## src/rtl/motor_bridge_ctrl.sv

```systemverilog
// H-bridge driver: PWM generation, dead-time coast on drive exit, illegal-request flag.
// Latency: request registered at edge 0, state and bridge outputs updated at edge 1.
// No backpressure: requests are level-sampled every clock; requests are ignored during DEAD.
module motor_bridge_ctrl #(
  parameter int PRESCALE    = 4,
  parameter int DEAD_CYCLES = 1000
) (
  input  logic       clk,
  input  logic       rst,
  input  logic       adelante,
  input  logic       atras,
  input  logic [7:0] duty,
  input  logic       en,
  output logic       in_a,
  output logic       in_b,
  output logic       busy,
  output logic       fault
);

  localparam int PW = (PRESCALE > 1) ? $clog2(PRESCALE) : 1;
  localparam int DW = (DEAD_CYCLES > 1) ? $clog2(DEAD_CYCLES) : 1;
  localparam logic [PW-1:0] PRE_LAST  = PW'(PRESCALE - 1);
  localparam logic [DW-1:0] DEAD_LOAD = DW'(DEAD_CYCLES - 1);

  typedef enum logic [1:0] {ST_IDLE, ST_FWD, ST_REV, ST_DEAD} state_e;

  logic          fwd_q, rev_q, en_q;
  logic [PW-1:0] pre_q, pre_d;
  logic [7:0]    pcnt_q, pcnt_d;
  logic [7:0]    duty_l_q, duty_l_d;
  logic [DW-1:0] dcnt_q, dcnt_d;
  state_e        state_q, state_d;
  logic          in_a_q, in_b_q, busy_q, fault_q;
  logic          in_a_d, in_b_d, busy_d, fault_d;
  logic          tick, pwm, req_fwd, req_rev;

  // Sample the direction requests and enable once per clock.
  always_ff @(posedge clk or negedge rst) begin
    if (!rst) begin
      fwd_q <= 1'b0;
      rev_q <= 1'b0;
      en_q  <= 1'b0;
    end else begin
      fwd_q <= adelante;
      rev_q <= atras;
      en_q  <= en;
    end
  end

  assign req_fwd = fwd_q & ~rev_q & en_q;
  assign req_rev = rev_q & ~fwd_q & en_q;

  // Free-running prescaler and PWM counter; duty is latched only at the period wrap.
  always_comb begin
    tick     = (pre_q == PRE_LAST);
    pre_d    = tick ? '0 : pre_q + PW'(1);
    pcnt_d   = tick ? pcnt_q + 8'd1 : pcnt_q;
    duty_l_d = (tick && pcnt_q == 8'hFF) ? duty : duty_l_q;
    pwm      = (pcnt_q < duty_l_q);
  end

  // Next state, dead-time counter and output decode from the next state.
  always_comb begin
    state_d = state_q;
    dcnt_d  = dcnt_q;
    case (state_q)
      ST_IDLE: begin
        if (req_fwd)      state_d = ST_FWD;
        else if (req_rev) state_d = ST_REV;
      end
      ST_FWD: begin
        if (!req_fwd) begin
          state_d = ST_DEAD;
          dcnt_d  = DEAD_LOAD;
        end
      end
      ST_REV: begin
        if (!req_rev) begin
          state_d = ST_DEAD;
          dcnt_d  = DEAD_LOAD;
        end
      end
      ST_DEAD: begin
        if (dcnt_q == '0) state_d = ST_IDLE;
        else              dcnt_d  = dcnt_q - DW'(1);
      end
      default: state_d = ST_IDLE;
    endcase
    in_a_d  = (state_d == ST_FWD) & pwm;
    in_b_d  = (state_d == ST_REV) & pwm;
    busy_d  = (state_d == ST_DEAD);
    fault_d = fwd_q & rev_q;
  end

  // State, counters and registered bridge outputs; reset clears everything at once.
  always_ff @(posedge clk or negedge rst) begin
    if (!rst) begin
      pre_q    <= '0;
      pcnt_q   <= '0;
      duty_l_q <= '0;
      dcnt_q   <= '0;
      state_q  <= ST_IDLE;
      in_a_q   <= 1'b0;
      in_b_q   <= 1'b0;
      busy_q   <= 1'b0;
      fault_q  <= 1'b0;
    end else begin
      pre_q    <= pre_d;
      pcnt_q   <= pcnt_d;
      duty_l_q <= duty_l_d;
      dcnt_q   <= dcnt_d;
      state_q  <= state_d;
      in_a_q   <= in_a_d;
      in_b_q   <= in_b_d;
      busy_q   <= busy_d;
      fault_q  <= fault_d;
    end
  end

  assign in_a  = in_a_q;
  assign in_b  = in_b_q;
  assign busy  = busy_q;
  assign fault = fault_q;

endmodule

```

## config.mk

```make
export PLATFORM = sky130hd
export DESIGN_NAME = motor_bridge_ctrl
export DESIGN_NICKNAME = d
export VERILOG_FILES = /design/src/rtl/motor_bridge_ctrl.sv
export SDC_FILE = /design/constraint.sdc
export NUM_CORES = 1
export LEC_CHECK = 0
export BUFFER_PORTS_ARGS = -buffer_cell sky130_fd_sc_hd__buf_2
export CORE_MARGIN = 2
export CORE_UTILIZATION = 36
export CTS_CLUSTER_DIAMETER = 40
export CTS_CLUSTER_SIZE = 8
export DETAILED_ROUTE_END_ITERATION = 16
export SLEW_MARGIN = 20
export SYNTH_ARGS = -nofsm -noshare
export SYNTH_HDL_FRONTEND = slang
export SYNTH_SLANG_ARGS = --single-unit
```

## constraint.sdc

```tcl
create_clock -name clk -period 5.4 [get_ports clk]
set_input_delay 0.54 -clock clk [delete_from_list [all_inputs] [get_ports clk]]
set_output_delay 0.54 -clock clk [all_outputs]
set_load 0.02 [all_outputs]
```

==> implementation parameters <==
Parameter                              Value

Global route
  Overall overflow remaining after global route    0
  Number of global-route vias before repair    1153
  Maximum number of pins on one net before global-route repair    38
  Number of antenna violations at the first check in global routing    0
  First-pass GRT wire length    5380 microns
  Global-route usage over all layers    12.7%

Logic synthesis
  Number of cells produced by synthesis    165
  Net count after synthesis    188
  Post-synth EDFFs    0
  Fraction of registers with async set/reset    100%
  Post-synthesis instance area    0.00182 sq mm
  Ys Warns    0
  Avg Inst Size Synth    11.0 sq um
  Share of the yosys chip area belonging to registers    50.8%
  Number of synthesized register bits    37
  Number of distinct library cells after synthesis    43
  Ys flop type    sky130_fd_sc_hd__dfrtp_1

Final layout
  Proportion of layout cells with a drive suffix above 1    15.6%
  Number of antenna diodes    0
  Nets@finish    208
  Filler Cells Inserted    483
  Final standard cell area without fillers    0.00209 sq mm
  Share of the core filled with cells    43.3%
  Synthesis-to-layout area growth    14.4%

Place
  Instance area after placement    0.00197 sq mm
  Gp weighted congestion    0.737
  Post-DP HPWL    2180 microns
  IO buf count    16

Clock tree
  Hold_buf cts    0
  Number of CTS-inserted buffers    5
  CTS sink count    37
  Clk_lat worst skew    0.28 ns
  Setup Buffers After CTS    0
  Number of H-tree branching levels    2
  Clock transition at the registers of the reported paths    0.08 ns
  Root Driver    sky130_fd_sc_hd__clkbuf_8
  CTS tree    built
  Maximum clock path buffer count    2
  Post-cts repair resize count    0

Power and ir drop
  Power spent charging and discharging nets    0.000215 W
  Leakage component of the power    0.940 nW
  Combinational share of power    17.0%
  Worst supply voltage drop on vdd    0.0891 mV
  Clk network pwr share    32.0%
  Sequential share of power    51.0%
  Final Total Pwr    0.000733 W
  Sw Ratio    29.3%
  Internal power    0.000518 W
  Cell Pwr Density    351 mW/mm^2

Floorplan
  Starting density of the core    37.8%
  Width of the die    75.2 microns
  Row count    25
  Core Footprint    0.00482 sq mm
  I/O pins    17
  Die Outline Area    0.00565 sq mm
  DIE HEIGHT    75.2 microns

Route
  Total wirelength of the detailed-routed design    3020 microns
  First-iteration detailed-routing DRC count    88
  Via Count    1233
  Antenna violation net count after detailed routing    0
  Number of search-and-repair iterations in the first detailed-routing pass    6
  Via count normalized by instance count    4.87
  DRC violations left    0
  Average routed wire per standard cell    11.9 microns

Job
  Max cap viols    0

STA
  Final hold vios    0
  Final hold slack    0.334 ns
  Setup violation total in the final timing report    0
  Slew headroom    46.5%
  Final Skew    0.00997 ns
  Final critical delay including setup and external delays    1.93 ns
  Actual slew at the worst max-slew pin    0.802 ns
  Highest attainable clock frequency    0.519 GHz
  Portion of the clock cycle consumed by the worst path in the final layout    35.7%
  Accumulated negative setup slack    0 ns
  Setup repair after global routing missed its margin    no
  Slew Limit Fails    0

Worst setup path
  Data required, critical path    5.57 ns
  Endpoint class of the critical path    register
  Crit Path Category    reg2reg
  CP Data Arrival Time    2.10 ns
  Largest fanout on the critical path    7
  Worst Setup Start Kind    register

Status
  Status    finished clean

Hold path
  Hold crit path type    in2async
## power groups by stage
stage | combinational, W | clock (W) | sequential [W]
floorplan | 0.0000993 | 0 | 0.000366
global placement | 0.000125 | 0 | 0.000378
detailed placement | 0.000126 | 0 | 0.000376
CTS | 0.000126 | 0.000245 | 0.000373
global route | 0.000145 | 0.000258 | 0.000381
finish | 0.000124 | 0.000235 | 0.000374
## registers in the layout, indices dropped and copies added, names as in the netlist
register	cells
busy	1
dcnt_q	10
duty_l_q	8
en_q	1
fault	1
fwd_q	1
in_a	1
in_b	1
pcnt_q	8
pre_q	2
rev_q	1
state_q	2
## per-stage QoR
step / std cells / setup slack [ns]
6_report: 253 / 3.47
5_1_grt: 253 / 3.29
4_1_cts: 253 / 3.45
3_5_place_dp: 245 / 3.46
3_3_place_gp: 245 / 3.52
2_1_floorplan: 165 / 3.66
## area by class of cell
type	count	area, sq um	share of cell area, %
clock inverter	2	38.8	1.86
multi-input combinational	111	832	39.9
clock buffer	6	72.6	3.48
timing repair buffer	16	80.1	3.84
tap	67	83.8	4.02
sequential	37	926	44.4
inverter	14	52.6	2.52
## worst paths after layout
check,from,endpoint,slack (ns),cells after the start
min reg2reg,pre_q[0],pre_q[0],0.43,1
min in group clk,atras,rev_q,0.35,1
min,rst,pcnt_q[1],0.33,1
max in group asynchronous,rst,busy,4.55,1
max,dcnt_q[0],dcnt_q[5],3.47,7
max reg2reg,dcnt_q[0],dcnt_q[5],3.47,7
## per-layer routing
| layer | up-vias | part of all wire [%] | global-route usage [%] |
|---|---|---|---|
| li1 | 631 | - | - |
| met1 | 577 | 52 | 17.6 |
| met2 | 20 | 43 | 18.2 |
| met3 | 5 | 3.4 | 4.28 |
| met4 | 0 | 1.5 | 4.87 |
| met5 | - | 0 | 0 |
## Yosys cell counts (all sizes together), types with 3 or more instances
master  instances  area share (%)
o31ai           3             1.2
nor2           12             2.5
a21oi           8             2.2
nand2          10             2.1
o21ai           4             1.7
xnor2           4             1.9
a211oi          3             1.2
nor3            4             1.1
dfrtp          37              51
nand4           4             1.4
inv            14             2.9
xor2            3             1.4
nand3           4             1.4
ha             10             6.9
nand2b          3             1.0
mux2            9             5.6
## cells in the final DEF (no fill, tap or decap), drive strengths merged, types with 6 or more instances in the layout
cell type,instances
clkbuf,6
ha,10
dfrtp,37
inv,14
nand2,10
a21oi,8
mux2,9
buf,16
nor2,12
## critical path, stage by stage (launching register included)
cell	delay, ns
sky130_fd_sc_hd__dfrtp_1	0.42
sky130_fd_sc_hd__inv_1	0.07
sky130_fd_sc_hd__ha_1	0.24
sky130_fd_sc_hd__nor3b_2	0.31
sky130_fd_sc_hd__nand3_2	0.17
sky130_fd_sc_hd__o21ai_4	0.26
sky130_fd_sc_hd__inv_2	0.10
sky130_fd_sc_hd__o221a_1	0.25
## kinds of logic (layout without fill, tap and decap cells)
group           Yosys count  after routing  synth area share, %
buf+inv                  17             38                 3.57
simple gates             54             54                 17.4
compound gates           30             30                 11.9
fa+ha+maj                10             10                 6.86
flops                    37             37                 50.8
xor+xnor                  7              7                 3.36
mux                      10             10                 6.11
Note: power is estimated with default switching activity, not from simulation.
